### src/rtl/shiftcorrection_pipe_pkg.sv
// shiftcorr_pkg: shared configuration, helper functions and payload structs
// for the shiftcorrection_pipe block.
// Optional feature macro: SHIFTCORR_STICKY_EN (adds mf_sticky to the response).
// The payload structs are sized from the package configuration below. The top
// level refuses to elaborate with parameters that disagree with it.

package shiftcorr_pkg;

  // Default configuration (normalisation width, exponent field, max correction)
  localparam int SC_NORMSHIFTSZ = 16;
  localparam int SC_NE          = 8;
  localparam int SC_MAXCORR     = 2;

  // Nominal leading-one position of the normalisation shifter output
  function automatic int sc_nominal_pos(input int normshiftsz, input int maxcorr);
    return normshiftsz - 1 - maxcorr;
  endfunction

  // Width needed to carry a correction amount 0..maxcorr
  function automatic int sc_corr_width(input int maxcorr);
    return $clog2(maxcorr + 1);
  endfunction

  localparam int SC_P  = sc_nominal_pos(SC_NORMSHIFTSZ, SC_MAXCORR);
  localparam int SC_CW = sc_corr_width(SC_MAXCORR);
  localparam int SC_EW = SC_NE + 2;

  // Input payload captured by stage 1
  typedef struct packed {
    logic [SC_NORMSHIFTSZ-1:0] shifted;
    logic                      fma_op;
    logic                      div_op;
    logic                      div_res_subnorm;
    logic                      div_subnorm_shift_pos;
    logic [SC_EW-1:0]          div_ue;
    logic [SC_EW-1:0]          norm_sum_exp;
    logic                      fma_pre_result_subnorm;
    logic                      fma_s_zero;
  } shiftcorr_req_t;

  // Result payload held by stage 2
  typedef struct packed {
    logic [SC_NORMSHIFTSZ-1:0] mf;
    logic [SC_EW-1:0]          fma_me;
    logic [SC_EW-1:0]          ue;
    logic [SC_CW-1:0]          corr;
`ifdef SHIFTCORR_STICKY_EN
    logic                      mf_sticky;
`endif
  } shiftcorr_rsp_t;

endpackage

### src/rtl/shiftcorrection_pipe_if.sv
// shiftcorrection_pipe_if: input/output handshake and payload bundle.
// master = producer of inputs / consumer of results, slave = the pipe.
// Optional feature macro: SHIFTCORR_STICKY_EN (adds MfSticky).

interface shiftcorrection_pipe_if #(
  parameter int NORMSHIFTSZ = 16,
  parameter int NE          = 8,
  parameter int MAXCORR     = 2
);

  localparam int CW = $clog2(MAXCORR + 1);

  // upstream side
  logic                   InValid;
  logic                   InReady;
  logic [NORMSHIFTSZ-1:0] Shifted;
  logic                   FmaOp;
  logic                   DivOp;
  logic                   DivResSubnorm;
  logic                   DivSubnormShiftPos;
  logic [NE+1:0]          DivUe;
  logic [NE+1:0]          NormSumExp;
  logic                   FmaPreResultSubnorm;
  logic                   FmaSZero;

  // downstream side
  logic                   OutValid;
  logic                   OutReady;
  logic [NORMSHIFTSZ-1:0] Mf;
  logic [NE+1:0]          FmaMe;
  logic [NE+1:0]          Ue;
  logic [CW-1:0]          Corr;
`ifdef SHIFTCORR_STICKY_EN
  logic                   MfSticky;
`endif

  modport master (
    output InValid, output Shifted, output FmaOp, output DivOp,
    output DivResSubnorm, output DivSubnormShiftPos, output DivUe,
    output NormSumExp, output FmaPreResultSubnorm, output FmaSZero,
    output OutReady,
    input  InReady, input OutValid, input Mf, input FmaMe, input Ue,
`ifdef SHIFTCORR_STICKY_EN
    input  MfSticky,
`endif
    input  Corr
  );

  modport slave (
    input  InValid, input Shifted, input FmaOp, input DivOp,
    input  DivResSubnorm, input DivSubnormShiftPos, input DivUe,
    input  NormSumExp, input FmaPreResultSubnorm, input FmaSZero,
    input  OutReady,
    output InReady, output OutValid, output Mf, output FmaMe, output Ue,
`ifdef SHIFTCORR_STICKY_EN
    output MfSticky,
`endif
    output Corr
  );

endinterface

### src/rtl/shiftcorrection_pipe_corr_lod.sv
// corr_lod: leading-one detector over the top MAXCORR+1 bits of the
// normalisation shifter output. c_o is the index of the highest set bit
// within the field (which is the correction amount); z_o flags an empty field.

module corr_lod #(
  parameter int W  = 3,
  parameter int CW = 2
) (
  input  logic [W-1:0]  field_i,
  output logic [CW-1:0] c_o,
  output logic          z_o
);

  // Scan upward so the highest set bit is the last one written
  always_comb begin
    c_o = '0;
    for (int i = 0; i < W; i++) begin
      if (field_i[i]) begin
        c_o = CW'(i);
      end else begin
        c_o = c_o;
      end
    end
  end

  assign z_o = ~|field_i;

endmodule

### src/rtl/shiftcorrection_pipe.sv
// shiftcorrection_pipe: two-stage post-normalisation shift correction.
// Stage 1 captures the payload plus the leading-one correction c and the
// empty-field flag Z; stage 2 registers the top-aligned fraction and the
// corrected FMA / divsqrt exponents. valid/ready handshake with flush.
// Optional feature macro: SHIFTCORR_STICKY_EN (MfSticky output).

module shiftcorrection_pipe
  import shiftcorr_pkg::*;
#(
  parameter int NORMSHIFTSZ = SC_NORMSHIFTSZ,
  parameter int NE          = SC_NE,
  parameter int MAXCORR     = SC_MAXCORR
) (
  input  logic                  clk,
  input  logic                  reset_n,
  input  logic                  flush,
  shiftcorrection_pipe_if.slave bus
);

  localparam int P  = sc_nominal_pos(NORMSHIFTSZ, MAXCORR);
  localparam int CW = sc_corr_width(MAXCORR);
  localparam int EW = NE + 2;

  localparam logic [CW-1:0]          MC           = CW'(MAXCORR);
  localparam logic [CW:0]            MC_PLUS1     = (CW + 1)'(MAXCORR + 1);
  localparam logic [NORMSHIFTSZ-1:0] LOW_CLR_MASK =
    {{(NORMSHIFTSZ - MAXCORR - 1){1'b1}}, {(MAXCORR + 1){1'b0}}};
  localparam logic [EW-1:0]          EXP_ONE      = EW'(1);

  // The payload structs live in the package, so the parameters must agree
  if (NORMSHIFTSZ != SC_NORMSHIFTSZ || NE != SC_NE || MAXCORR != SC_MAXCORR) begin : g_cfg_check
    $error("shiftcorrection_pipe parameters differ from shiftcorr_pkg configuration");
  end

  // ---------------------------------------------------------------------------
  // Handshake
  // ---------------------------------------------------------------------------
  logic s1_valid_q, s2_valid_q;
  logic s2_ready, s1_ready, in_fire, s1_move;

  assign s2_ready    = ~s2_valid_q | bus.OutReady;
  assign s1_ready    = ~s1_valid_q | s2_ready;
  assign bus.InReady = reset_n & s1_ready;
  assign in_fire     = bus.InValid & bus.InReady & ~flush;
  assign s1_move     = s1_valid_q & s2_ready & ~flush;

  // ---------------------------------------------------------------------------
  // Stage 1: leading-one detection and payload capture
  // ---------------------------------------------------------------------------
  shiftcorr_req_t s1_req_q, s1_req_d;
  logic [CW-1:0]  s1_c_q, lod_c;
  logic           s1_z_q, lod_z;

  corr_lod #(
    .W  (MAXCORR + 1),
    .CW (CW)
  ) u_lod (
    .field_i (bus.Shifted[NORMSHIFTSZ-1:P]),
    .c_o     (lod_c),
    .z_o     (lod_z)
  );

  // Pack the interface payload into the stage-1 request
  always_comb begin
    s1_req_d                        = '0;
    s1_req_d.shifted                = bus.Shifted;
    s1_req_d.fma_op                 = bus.FmaOp;
    s1_req_d.div_op                 = bus.DivOp;
    s1_req_d.div_res_subnorm        = bus.DivResSubnorm;
    s1_req_d.div_subnorm_shift_pos  = bus.DivSubnormShiftPos;
    s1_req_d.div_ue                 = bus.DivUe;
    s1_req_d.norm_sum_exp           = bus.NormSumExp;
    s1_req_d.fma_pre_result_subnorm = bus.FmaPreResultSubnorm;
    s1_req_d.fma_s_zero             = bus.FmaSZero;
  end

  // Stage valid bits: flush kills both stages, otherwise advance on ready
  always_ff @(posedge clk) begin
    if (!reset_n) begin
      s1_valid_q <= 1'b0;
      s2_valid_q <= 1'b0;
    end else if (flush) begin
      s1_valid_q <= 1'b0;
      s2_valid_q <= 1'b0;
    end else begin
      if (s1_ready) begin
        s1_valid_q <= bus.InValid;
      end
      if (s2_ready) begin
        s2_valid_q <= s1_valid_q;
      end
    end
  end

  // Stage-1 payload, correction amount and empty flag, loaded on acceptance
  always_ff @(posedge clk) begin
    if (!reset_n) begin
      s1_req_q <= '0;
      s1_c_q   <= '0;
      s1_z_q   <= 1'b0;
    end else if (in_fire) begin
      s1_req_q <= s1_req_d;
      s1_c_q   <= lod_c;
      s1_z_q   <= lod_z;
    end
  end

  // ---------------------------------------------------------------------------
  // Stage 2: fraction realignment and exponent correction
  // ---------------------------------------------------------------------------
  shiftcorr_rsp_t         s2_rsp_q, s2_rsp_d;
  logic                   div_clamp, corr_path, res_subnorm;
  logic [CW-1:0]          shift_amt;
  logic [CW:0]            lshift;
  logic [NORMSHIFTSZ-1:0] shifted_left;

  // Compute the corrected fraction and exponents from the stage-1 entry
  always_comb begin
    s2_rsp_d     = '0;
    res_subnorm  = s1_req_q.fma_pre_result_subnorm & s1_z_q;
    // divsqrt result at exponent 1 that under-corrects is pinned to the
    // maximum shift so the fraction lands in the subnormal position
    div_clamp    = s1_req_q.div_op & (s1_req_q.div_ue == EXP_ONE) & (s1_c_q < MC);
    corr_path    = s1_req_q.fma_op | (s1_req_q.div_op & ~s1_req_q.div_res_subnorm);

    if (s1_req_q.fma_op) begin
      shift_amt = s1_c_q;
    end else if (div_clamp) begin
      shift_amt = MC;
    end else begin
      shift_amt = s1_c_q;
    end

    // shift the leading one out the top so the fraction is top-aligned
    lshift       = MC_PLUS1 - {1'b0, shift_amt};
    shifted_left = s1_req_q.shifted << lshift;

    if (corr_path) begin
      s2_rsp_d.mf = shifted_left & LOW_CLR_MASK;
    end else begin
      s2_rsp_d.mf = s1_req_q.shifted;
    end

`ifdef SHIFTCORR_STICKY_EN
    if (corr_path) begin
      s2_rsp_d.mf_sticky = |(s1_req_q.shifted & ~({NORMSHIFTSZ{1'b1}} << shift_amt));
    end else begin
      s2_rsp_d.mf_sticky = 1'b0;
    end
`endif

    if (s1_req_q.fma_s_zero | res_subnorm) begin
      s2_rsp_d.fma_me = '0;
    end else begin
      s2_rsp_d.fma_me = s1_req_q.norm_sum_exp + EW'(s1_c_q)
                      + EW'(s1_req_q.fma_pre_result_subnorm);
    end

    if (s1_req_q.div_res_subnorm & s1_req_q.div_subnorm_shift_pos) begin
      s2_rsp_d.ue = '0;
    end else if ((s1_req_q.div_ue == EXP_ONE) & (s1_c_q < MC)) begin
      s2_rsp_d.ue = '0;
    end else begin
      s2_rsp_d.ue = s1_req_q.div_ue - EW'(MC - s1_c_q);
    end

    s2_rsp_d.corr = s1_c_q;
  end

  // Stage-2 result register; holds while the consumer stalls
  always_ff @(posedge clk) begin
    if (!reset_n) begin
      s2_rsp_q <= '0;
    end else if (s1_move) begin
      s2_rsp_q <= s2_rsp_d;
    end
  end

  assign bus.OutValid = s2_valid_q;
  assign bus.Mf       = s2_rsp_q.mf;
  assign bus.FmaMe    = s2_rsp_q.fma_me;
  assign bus.Ue       = s2_rsp_q.ue;
  assign bus.Corr     = s2_rsp_q.corr;
`ifdef SHIFTCORR_STICKY_EN
  assign bus.MfSticky = s2_rsp_q.mf_sticky;
`endif

endmodule

### src/flat_wrapper.sv
// flat-port wrapper written by rule: the top's interface ports become plain ports
module shiftcorrection_pipe_flat import shiftcorr_pkg::*;
#(
  parameter int NORMSHIFTSZ = SC_NORMSHIFTSZ,
  parameter int NE          = SC_NE,
  parameter int MAXCORR     = SC_MAXCORR
)
  (clk, reset_n, flush, bus_InValid, bus_Shifted, bus_FmaOp, bus_DivOp, bus_DivResSubnorm, bus_DivSubnormShiftPos, bus_DivUe, bus_NormSumExp, bus_FmaPreResultSubnorm, bus_FmaSZero, bus_OutReady, bus_InReady, bus_OutValid, bus_Mf, bus_FmaMe, bus_Ue, bus_Corr);
  shiftcorrection_pipe_if #(.NORMSHIFTSZ(NORMSHIFTSZ), .NE(NE), .MAXCORR(MAXCORR)) bus_i ();
  input  logic clk;
  input  logic reset_n;
  input  logic flush;
  input wire logic [$bits(bus_i.InValid)-1:0] bus_InValid;
  input wire logic [$bits(bus_i.Shifted)-1:0] bus_Shifted;
  input wire logic [$bits(bus_i.FmaOp)-1:0] bus_FmaOp;
  input wire logic [$bits(bus_i.DivOp)-1:0] bus_DivOp;
  input wire logic [$bits(bus_i.DivResSubnorm)-1:0] bus_DivResSubnorm;
  input wire logic [$bits(bus_i.DivSubnormShiftPos)-1:0] bus_DivSubnormShiftPos;
  input wire logic [$bits(bus_i.DivUe)-1:0] bus_DivUe;
  input wire logic [$bits(bus_i.NormSumExp)-1:0] bus_NormSumExp;
  input wire logic [$bits(bus_i.FmaPreResultSubnorm)-1:0] bus_FmaPreResultSubnorm;
  input wire logic [$bits(bus_i.FmaSZero)-1:0] bus_FmaSZero;
  input wire logic [$bits(bus_i.OutReady)-1:0] bus_OutReady;
  output wire logic [$bits(bus_i.InReady)-1:0] bus_InReady;
  output wire logic [$bits(bus_i.OutValid)-1:0] bus_OutValid;
  output wire logic [$bits(bus_i.Mf)-1:0] bus_Mf;
  output wire logic [$bits(bus_i.FmaMe)-1:0] bus_FmaMe;
  output wire logic [$bits(bus_i.Ue)-1:0] bus_Ue;
  output wire logic [$bits(bus_i.Corr)-1:0] bus_Corr;
  assign bus_i.InValid = bus_InValid;
  assign bus_i.Shifted = bus_Shifted;
  assign bus_i.FmaOp = bus_FmaOp;
  assign bus_i.DivOp = bus_DivOp;
  assign bus_i.DivResSubnorm = bus_DivResSubnorm;
  assign bus_i.DivSubnormShiftPos = bus_DivSubnormShiftPos;
  assign bus_i.DivUe = bus_DivUe;
  assign bus_i.NormSumExp = bus_NormSumExp;
  assign bus_i.FmaPreResultSubnorm = bus_FmaPreResultSubnorm;
  assign bus_i.FmaSZero = bus_FmaSZero;
  assign bus_i.OutReady = bus_OutReady;
  assign bus_InReady = bus_i.InReady;
  assign bus_OutValid = bus_i.OutValid;
  assign bus_Mf = bus_i.Mf;
  assign bus_FmaMe = bus_i.FmaMe;
  assign bus_Ue = bus_i.Ue;
  assign bus_Corr = bus_i.Corr;
  shiftcorrection_pipe #(.NORMSHIFTSZ(NORMSHIFTSZ), .NE(NE), .MAXCORR(MAXCORR)) u_core (.clk(clk), .reset_n(reset_n), .flush(flush), .bus(bus_i));
endmodule
### config.mk
export PLATFORM = sky130hd
export DESIGN_NAME = shiftcorrection_pipe_flat
export DESIGN_NICKNAME = d
export VERILOG_FILES = /design/src/rtl/shiftcorrection_pipe_pkg.sv /design/src/rtl/shiftcorrection_pipe_if.sv /design/src/rtl/shiftcorrection_pipe_corr_lod.sv /design/src/rtl/shiftcorrection_pipe.sv /design/src/flat_wrapper.sv
export SDC_FILE = /design/constraint.sdc
export NUM_CORES = 1
export LEC_CHECK = 0
export BUFFER_PORTS_ARGS = -buffer_cell sky130_fd_sc_hd__buf_2
export CELL_PAD_IN_SITES_DETAIL_PLACEMENT = 1
export CELL_PAD_IN_SITES_GLOBAL_PLACEMENT = 2
export CORE_AREA = 4 4 179 94
export DETAILED_ROUTE_END_ITERATION = 8
export DIE_AREA = 0 0 183 98
export PLACE_DENSITY = 0.74
export SLEW_MARGIN = 20
export SYNTH_ARGS = -nofsm -noshare
export SYNTH_HDL_FRONTEND = slang
export SYNTH_HIERARCHICAL = 1
export SYNTH_SLANG_ARGS = --single-unit
export TNS_END_PERCENT = 1
### constraint.sdc
create_clock -name clk -period 2.6 [get_ports clk]
set_input_delay 0.26 -clock clk [delete_from_list [all_inputs] [get_ports clk]]
set_output_delay 0.26 -clock clk [all_outputs]
set_load 0.02 [all_outputs]
# --- Word-level counts from Yosys, hierarchy flattened ---
# Cells that the tools add are included.
totals:
  reg_bits: 85
  latchBits: 0
  ram_bits: 0
  rom_bits: 0
  elab_cells: 56
  n_memories: 0
classes:
  addsub: 5
  multipliers: 0
  div: 0
  magnitude_cmp: 1
  eq_ne: 1
  shift: 1
  n_mux: 8
  bitwise: 20
  n_reduce_logical: 3
ops:
  columns: ["cell", "count"]
  rows:
  - ["$mux 10", 3]
  - ["$mux 16", 1]
  - ["$shl 16x3->16", 1]
  - ["$and 1x1->1", 11]
  - ["$add 10x1->10", 1]
  - ["$add 10x2->10", 1]
  - ["$eq 10x1->1 const B", 1]
  - ["$sub 10x10->10", 1]
  - ["$mux 2", 3]
  - ["$sub 2x2->3 const A", 2]
  - ["$not 1->1", 5]
  - ["$or 1x1->1", 4]
  - ["$reduce_or 3->1", 1]
  - ["$lt 2x2->1 const B", 1]
  - ["$reduce_or 2->1", 1]
  - ["$logic_not 1->1", 1]
  - ["$mux 1", 1]

# --- Depth between registers and ports, before layout ---
# Gate-level depths: netlist of run 1.
depth:
  depth_word: 8
  ltp_mapped: 11

# --- Cells and area by module ---
# Netlist of run 1, hierarchy kept.
modules_own_cells:
  columns: ["mod", "instances", "cells_per_inst", "area_each_um2", "seq_area_each_um2"]
  rows:
  - ["shiftcorrection_pipe", 1, 547, 4330.4, 1701.6]
  - ["corr_lod", 1, 3, 26.3, 0.0]

# --- Worst setup path after synthesis of run 1 ---
# Ideal clock, no wire load.
synth_timing:
  path_kind: "register to register"
  start: "register u_core.s1_c_q[0]"
  end: "register u_core.s2_rsp_q (netlist bit u_core/bus.Mf[10])"
  arrival_ns: 2.786
  required_time_ns: 2.478
  slack_ns: -0.308
  path_stages_with_launch: 11
  period_less_slack_ns: 2.908
  cell_sequence: "dfxtp_1 > clkbuf_1 > inv_1 > clkbuf_1 > ha_1 > or4_1 > or4_4 > buf_2 > a221oi_1 > and3_1 > a21oi_1"
synth_between:
  elab_chain_len: 7
synth_lines:
  columns: ["element", "line_no", "text"]
  rows:
  - ["start: declaration", "shiftcorrection_pipe.sv:51", "logic [CW-1:0] s1_c_q, lod_c;"]
  - ["start signal: assignment", "shiftcorrection_pipe.sv:103", "s1_c_q <= lod_c;"]
  - ["$lt 2x2->1", "shiftcorrection_pipe.sv:123", "div_clamp = s1_req_q.div_op & (s1_req_q.div_ue == EXP_ONE) & (s1_c_q < MC);"]
  - ["$and 1x1->1", "shiftcorrection_pipe.sv:123", null]
  - ["$mux 2", "shiftcorrection_pipe.sv:128", "end else if (div_clamp) begin"]
  - ["$mux 2 (*)", "shiftcorrection_pipe.sv:126", "if (s1_req_q.fma_op) begin"]
  - ["$sub 2x2->3 (*)", "shiftcorrection_pipe.sv:135", "lshift = MC_PLUS1 - {1'b0, shift_amt};"]
  - ["$shl 16x3->16 (*)", "shiftcorrection_pipe.sv:136", "shifted_left = s1_req_q.shifted << lshift;"]
  - ["$mux 16 (*)", "shiftcorrection_pipe.sv:138", "if (corr_path) begin"]
  - ["end signal: assignment", "shiftcorrection_pipe.sv:175", "s2_rsp_q <= s2_rsp_d;"]
  - ["end: declaration", "shiftcorrection_pipe.sv:111", "shiftcorr_rsp_t s2_rsp_q, s2_rsp_d;"]
# Mark *: on every way between the ends. The rest lies on a longest branch, timed or not.
# A chain may end at the register's enable or synchronous reset.

# --- Worst setup path in the final report of run 1 ---
layout_timing:
  start: "register u_core.s1_c_q[0]"
  end: "register u_core.s2_rsp_q (netlist bit u_core/bus.Mf[9])"
# The elaborated chain is that of the path after synthesis.

==> metrics.yaml, run 1 <==
sta:
  fin_tns_setup_ns: 0
  skew_ns: 0.00793
  hold_viol: 0
  fmax_mhz: 417
  slew_violations: 0
  min_period_over_period_pct: 92.2
  period_needed_ns: 2.40
  rsz0062_at_grt: "no"
  setup_viol: 0
  slew-limit-headroom_pct: 51.8
  hold_ws_ns: 0.112
  tightest_slew_ns: 0.720
grt:
  antenna_found_initial: 0
  grtUsageTotal_pct: 14.9
  grt_max_degree: 92
  grt_pass1_vias: 4238
  grt_overflow: 0
  grt_pass1_wl_um: 22100
synthesis:
  synthAdderAreaFrac_pct: 4.82
  synth_compound_area_share_pct: 22.4
  ys_seq_area_share_pct: 39.1
  synthTopCellsByCount: "130 x nand2_1, 85 x dfxtp_1, 59 x o21ai_0"
  synth.most_common_cell: "nand2_1"
  synth-edff-count: 0
  synth_xor_area_share_pct: 2.41
  synthTopCellsByArea: "dfxtp_1 39%, nand2_1 11%, o21ai_0 6.8%"
  avgSynthCellArea_um2: 7.92
  yosysTopAreaCell: "dfxtp_1"
  ys_types: 50
  synth-simple-area-share_pct: 25.6
  muxShareOfSynthArea_pct: 0.919
  syn_area_um2: 4360
  syn-num-nets: 612
  synth_top_family_by_area: "simple AND/OR/NAND/NOR gates"
  async_flop_share_pct: 0
  synthFlopType: "dfxtp_1"
  netlist.area_leader.share_pct: 39.1
  synth_cells: 550
  yosys_warnings: 6
  synth-seq-cells: 85
final_layout:
  syn2layout_area_growth_pct: 23.5
  multi_input_area_um2: 2470
  antenna_cells: 0
  drive_gt1_share_pct: 20.7
  register_area_um2: 1700
  finalNetCount: 685
  fin_cells: 832
  postLayoutCellArea_um2: 5380
  fill_cells: 1867
critical_path:
  slowest_stage: "or4_4"
  cpPeakStageDelay_ns: 0.69
  crit_path_end_kind: "flop"
  required_ns: 2.83
  worst-path-buf-inv: 1
  start_kind: "flop"
  path_class: "flop to flop"
  crit_top_cell: "or4_4"
  cp_max_fo: 21
  critical_path.cell_chain: "inv_1 -> ha_1 -> or4_4 -> or4_4 -> a221oi_1 -> and3_1 -> a21oi_1"
  cp_data_arrival_time_ns: 2.62
  path_delay_family: "simple AND/OR/NAND/NOR gates"
detailed_routing:
  num_vias: 4182
  detail_route.iter0.violations: 265
  routed_wirelength_um: 13200
  drc: 0
  drt-pass1-iter-count: 4
  drtAntennaViolNets: 0
  vias_per_cell: 5.03
  routedWlPerCell_um: 15.9
power:
  powerDensity_nw_per_um2: 597
  ir_drop_mv: 0.340
  p_leak_nw: 2.10
placed_design:
  post_dp_cell_area_um2: 5050
  dpl.cell_count: 816
  port-buffer-count: 86
  place_hpwl_um: 9180
  place_congestion: 0.734
clock_network:
  cts_made_buffers: 9
  post_cts_buffers: 0
  tritoncts: "yes"
  cts_sinks: 85
  clk_pin_slew_ns: 0.06
  ctsHoldBuffers: 0
  root_buffer: "clkbuf_16"
  cts-resized-gates: 0
  clock_path_buffers: 2
  htreeDepth: 3
  insertion_delay_ns: 0.34
floorplan:
  coreArea_um2: 15200
  rows: 32
  die_width_um: 183
  die_h_um: 98
  dieArea_um2: 17900
  start_util_pct: 28.6
  ios: 87
outcome:
  status: "completed"
worst_hold_path:
  hold_class: "primary input to flop"
job:
  cap_violations: 0
[per-stage QoR]
stage / util, % / power (W) / setup slack, ns
2_1_floorplan: - / 0.00168 / 0.00127
3_3_place_gp: 33.2 / 0.00182 / 0.271
3_5_place_dp: 33.2 / 0.00183 / 0.201
4_1_cts: 35.4 / 0.00325 / 0.193
5_1_grt: 35.4 / 0.00337 / 0.0360
6_report: 35.4 / 0.00321 / 0.203
[worst paths after layout]
check | start | endpoint | slack (ns) | cells past startpoint
worst max-delay path | u_core/s1_c_q[0] | u_core/bus.Mf[9] | 0.20 | 7
worst min-delay path | bus_NormSumExp[3] | u_core/s1_req_q[5] | 0.11 | 3
worst max register to register | u_core/s1_c_q[0] | u_core/bus.Mf[9] | 0.20 | 7
worst min register to register | u_core/bus.Corr[0] | u_core/bus.Corr[0] | 0.46 | 2
[layer usage]
layer  up-vias  track usage, %  share of wire (%)
li1       2084               -                  -
met1      2020            20.8                 51
met2        68            23.3                 44
met3        10            3.76                4.3
met4         0            3.55               0.98
met5         -               0                  0
[area by class of cell]
| cell class | count | area share [%] |
|---|---|---|
| sequential | 85 | 31.7 |
| inverter | 15 | 1.05 |
| clock buffer | 9 | 4.19 |
| clock inverter | 7 | 1.84 |
| timing repair buffer | 100 | 10.7 |
| tap | 204 | 4.75 |
| multi-input combinational | 412 | 45.9 |
[registers in the layout, summed over array words and instances (netlist names)]
signal               flops
u_core/s1_z_q            1
u_core/s1_req_q         42
u_core/bus.FmaMe        10
u_core/s1_valid_q        1
u_core/bus.OutValid      1
u_core/bus.Corr          2
u_core/s1_c_q            2
u_core/bus.Ue           10
u_core/bus.Mf           16
[logic make-up (layout without fill, tap and decap cells)]
kind of cell / count (synthesis) / count (layout)
xor+xnor: 12 / 12
buf+inv: 53 / 131
compound gates: 148 / 148
fa+ha+maj: 15 / 15
flops: 85 / 85
simple gates: 233 / 233
mux: 4 / 4
[worst register-to-register path, stage by stage, from the launching register on]
cell and delay [ns]:
dfxtp_2 0.37, inv_1 0.07, ha_1 0.19, or4_4 0.45, or4_4 0.69, a221oi_1 0.27, and3_1 0.19, a21oi_1 0.06
[cell usage in the layout (no fill, tap or decap), types with 4 or more instances in the layout]
cell type / Yosys / layout
a21boi_0: 4 / 4
inv_1: 15 / 15
nand3_1: 20 / 20
o2bb2ai_1: 8 / 8
ha_1: 12 / 12
clkbuf_16: 0 / 9
buf_2: 3 / 86
a22oi_1: 15 / 15
xor2_1: 9 / 9
mux2i_1: 4 / 4
nor2b_1: 19 / 19
nand2b_1: 4 / 4
nor3_1: 6 / 6
clkinvlp_4: 0 / 4
a21oi_1: 20 / 20
o221ai_1: 11 / 11
nor2_1: 11 / 11
and3_1: 12 / 12
o21ai_0: 59 / 59
or3_1: 4 / 4
buf_4: 1 / 11
and2_1: 10 / 10
a221oi_1: 13 / 13
nand2_1: 130 / 130
dfxtp_1: 85 / 84
[power by group]
group          leakage [nW]  internal (W)  switching, W
clock                 0.144      0.000845      0.000569
combinational          1.27      0.000164      0.000223
sequential            0.692       0.00135     0.0000564
total                  2.10       0.00236      0.000849
Power figures use the tool's default switching activity.
==> inputs of run 2 (changes only) <==
--- a/config.mk
+++ b/config.mk
@@ -5,12 +5,13 @@
 export SDC_FILE = /design/constraint.sdc
 export NUM_CORES = 1
 export LEC_CHECK = 0
+export ABC_AREA = 1
 export BUFFER_PORTS_ARGS = -buffer_cell sky130_fd_sc_hd__buf_2
 export CELL_PAD_IN_SITES_DETAIL_PLACEMENT = 1
 export CELL_PAD_IN_SITES_GLOBAL_PLACEMENT = 2
-export CORE_AREA = 4 4 179 94
+export CORE_AREA = 4 4 181 95
 export DETAILED_ROUTE_END_ITERATION = 8
-export DIE_AREA = 0 0 183 98
+export DIE_AREA = 0 0 185 99
 export PLACE_DENSITY = 0.74
 export SLEW_MARGIN = 20
 export SYNTH_ARGS = -nofsm -noshare
==> run 2 against run 1 <==
Net effect:
- synthesized area is 1.2% lower
- cell count is 5.5% higher
- sequential share of layout area is 1.1 points higher
- via count is 1.4% lower
- design area is 3.4% lower
- sequential power hardly changed
- first-iteration DRC count is 32% lower
- clock power is 4% higher
- non-clock buffer count is 6 lower
- die area is 2.1% higher
- highest routed layer unchanged
- clock skew hardly changed
- largest power group is now the clock network
==> metrics.yaml, run 2 <==
sta:
  slew-limit-headroom_pct: 47.6  # -4.2 points
  min_period_over_period_pct: 86.5  # -5.7 points
  fmax_mhz: 444  # +6.5%
  rsz0062_at_grt: "no"
  fin_tns_setup_ns: 0  # unchanged
  slew_violations: 0  # unchanged
  setup_viol: 0  # unchanged
  hold_ws_ns: 0.117  # +0.00544 ns
  hold_viol: 0  # unchanged
  tightest_slew_ns: 0.785  # +0.0652 ns
  period_needed_ns: 2.25  # -0.147 ns
  skew_ns: 0.00759  # -0.000336 ns
synthesis:
  syn_area_um2: 4300  # -1.2%
  synth-edff-count: 0  # unchanged
  async_flop_share_pct: 0  # unchanged
  syn-num-nets: 659  # +7.7%
  synth_cells: 597  # +8.5%
  avgSynthCellArea_um2: 7.21  # -9.0%
  synthFlopType: "dfxtp_1"
  synth-seq-cells: 85  # unchanged
  yosysTopAreaCell: "dfxtp_1"
  netlist.area_leader.share_pct: 39.5  # +0.49 points
  yosys_warnings: 6  # unchanged
  synth.most_common_cell: "nand2_1"
  synthTopCellsByCount: "154 x nand2_1, 85 x dfxtp_1, 70 x nand3_1"
  ys_types: 34  # -32%
  synthTopCellsByArea: "dfxtp_1 40%, nand2_1 13%, nand3_1 8.1%"
  ys_seq_area_share_pct: 39.5  # +0.49 points
grt:
  grt_overflow: 0  # unchanged
  antenna_found_initial: 0  # unchanged
  grt_max_degree: 68  # -26%
  grtUsageTotal_pct: 14.4  # -0.54 points
  grt_pass1_vias: 4241  # +0.071%
  grt_pass1_wl_um: 21300  # -3.6%
power:
  powerDensity_nw_per_um2: 625  # +4.7%
  ir_drop_mv: 0.281  # -17%
  p_leak_nw: 2.28  # +8.2%
critical_path:
  start_kind: "flop"
  cp_max_fo: 7  # -67%
  cp_data_arrival_time_ns: 2.45  # -0.17 ns
  path_class: "flop to flop"
  crit_path_end_kind: "flop"
  required_ns: 2.80  # -0.03 ns
final_layout:
  antenna_cells: 0  # unchanged
  final_cell_mix: "154 x nand2_1, 86 x buf_2, 83 x dfxtp_1"
  fin_util_pct: 33.8  # -1.6 points
  drive_gt1_share_pct: 18.1  # -2.6 points
  top_register: "u_core/s1_req_q"
  largest_reg_flops: 42  # unchanged
  final_common_cell: "nand2_1"
  fin_cells: 878  # +5.5%
  syn2layout_area_growth_pct: 20.7
  finalNetCount: 732  # +6.9%
placed_design:
  dpl.cell_count: 863  # +5.8%
  place_hpwl_um: 9180  # about the same
  place_congestion: 0.769  # +4.9%
  port-buffer-count: 86  # unchanged
clock_network:
  cts-resized-gates: 0  # unchanged
  post_cts_buffers: 0  # unchanged
  tritoncts: "yes"
  clock_path_buffers: 2  # unchanged
  cts_sinks: 85  # unchanged
  ctsHoldBuffers: 0  # unchanged
  htreeDepth: 3  # unchanged
  clk_pin_slew_ns: 0.06  # about the same
  insertion_delay_ns: 0.34  # about the same
  cts_made_buffers: 9  # unchanged
  root_buffer: "clkbuf_16"
detailed_routing:
  detail_route.iter0.violations: 179  # -32%
  drc: 0  # unchanged
  num_vias: 4123  # -1.4%
  routedWlPerCell_um: 14.6  # -8.0%
  drtAntennaViolNets: 0  # unchanged
  routed_wirelength_um: 12800  # -2.9%
  vias_per_cell: 4.70  # -6.6%
  drt-pass1-iter-count: 4  # unchanged
floorplan:
  die_width_um: 185  # +1.1%
  rows: 32  # unchanged
  coreArea_um2: 15400  # +1.1%
  dieArea_um2: 18300  # +2.1%
  ios: 87  # unchanged
  start_util_pct: 28.0  # -0.65 points
  die_h_um: 99  # +1.0%
job:
  cap_violations: 0  # unchanged
outcome:
  status: "completed"
worst_hold_path:
  hold_class: "primary input to flop"
-- run 2: changes by cell type after synthesis, moves of 21 or more --
| cell | change |
|---|---|
| nand2_1 | +24 |
| o21ai_0 | -21 |
| nand3_1 | +50 |
| o31ai_1 | +31 |
| a21oi_1 | +27 |
| inv_1 | +54 |
-- run 2: per-layer routing --
layer	vias up	part of all wire, %	GRT usage, %
met4	0	0.61	2.54
met2	43	47	23.9
li1	2119	-	-
met5	-	0	0
met3	7	3.6	3.87
met1	1954	49	19.1
-- run 2: cell type report --
cell class                 instances  area (um^2)
inverter                          72          270
fill                            1971        10200
multi-input combinational        408         2130
clock inverter                     4         97.6
clock buffer                      11          233
tap                              204          255
sequential                        85         1700
timing repair buffer              94          503
-- run 2: power breakdown --
group | switching (W) | total [W] | internal [W] | leakage [nW]
clock network | 0.000531 | 0.00147 | 0.000935 | 0.156
registers | 0.0000322 | 0.00139 | 0.00135 | 0.692
logic | 0.000256 | 0.000396 | 0.000140 | 1.43
total | 0.000820 | 0.00325 | 0.00243 | 2.28
-- run 2: path summary, 6_finish.rpt --
kind | startpoint | end | slack [ns] | cells after the start
min | bus_NormSumExp[4] | u_core/s1_req_q[6] | 0.12 | 3
min reg2reg | u_core/bus.FmaMe[8] | u_core/bus.FmaMe[8] | 0.46 | 2
max reg2reg | u_core/s1_c_q[1] | u_core/bus.Ue[5] | 0.35 | 9
max | u_core/s1_c_q[1] | u_core/bus.Ue[5] | 0.35 | 9
-- run 2: kinds of logic (layout without fill, tap and decap cells) --
family,count (synthesis),in the layout,synth area share (%)
DFF,85,85,39.5
AOI/OAI and AO/OA,128,128,17.6
buffers and inverters,104,181,11.0
adders and majority gates,15,15,4.89
and+or+nand+nor,260,260,25.9
xor gates and xnor gates,5,5,1.02
-- run 2: per-stage QoR --
stage	setup slack (ns)	area, um^2	total power, W
floorplan	0.407	4300	0.00169
global placement	0.328	4860	0.00181
detailed placement	0.270	4860	0.00182
CTS	0.247	5190	0.00332
global route	0.0735	5190	0.00343
finish	0.350	5190	0.00325
-- run 2: worst max-delay path: stages (launching register included) --
cell     delay [ns]
dfxtp_1        0.43
ha_1           0.24
inv_1          0.16
ha_1           0.38
a21oi_1        0.24
o21ai_0        0.16
a21oi_1        0.17
xor2_1         0.17
o21a_1         0.12
nor2_1         0.03
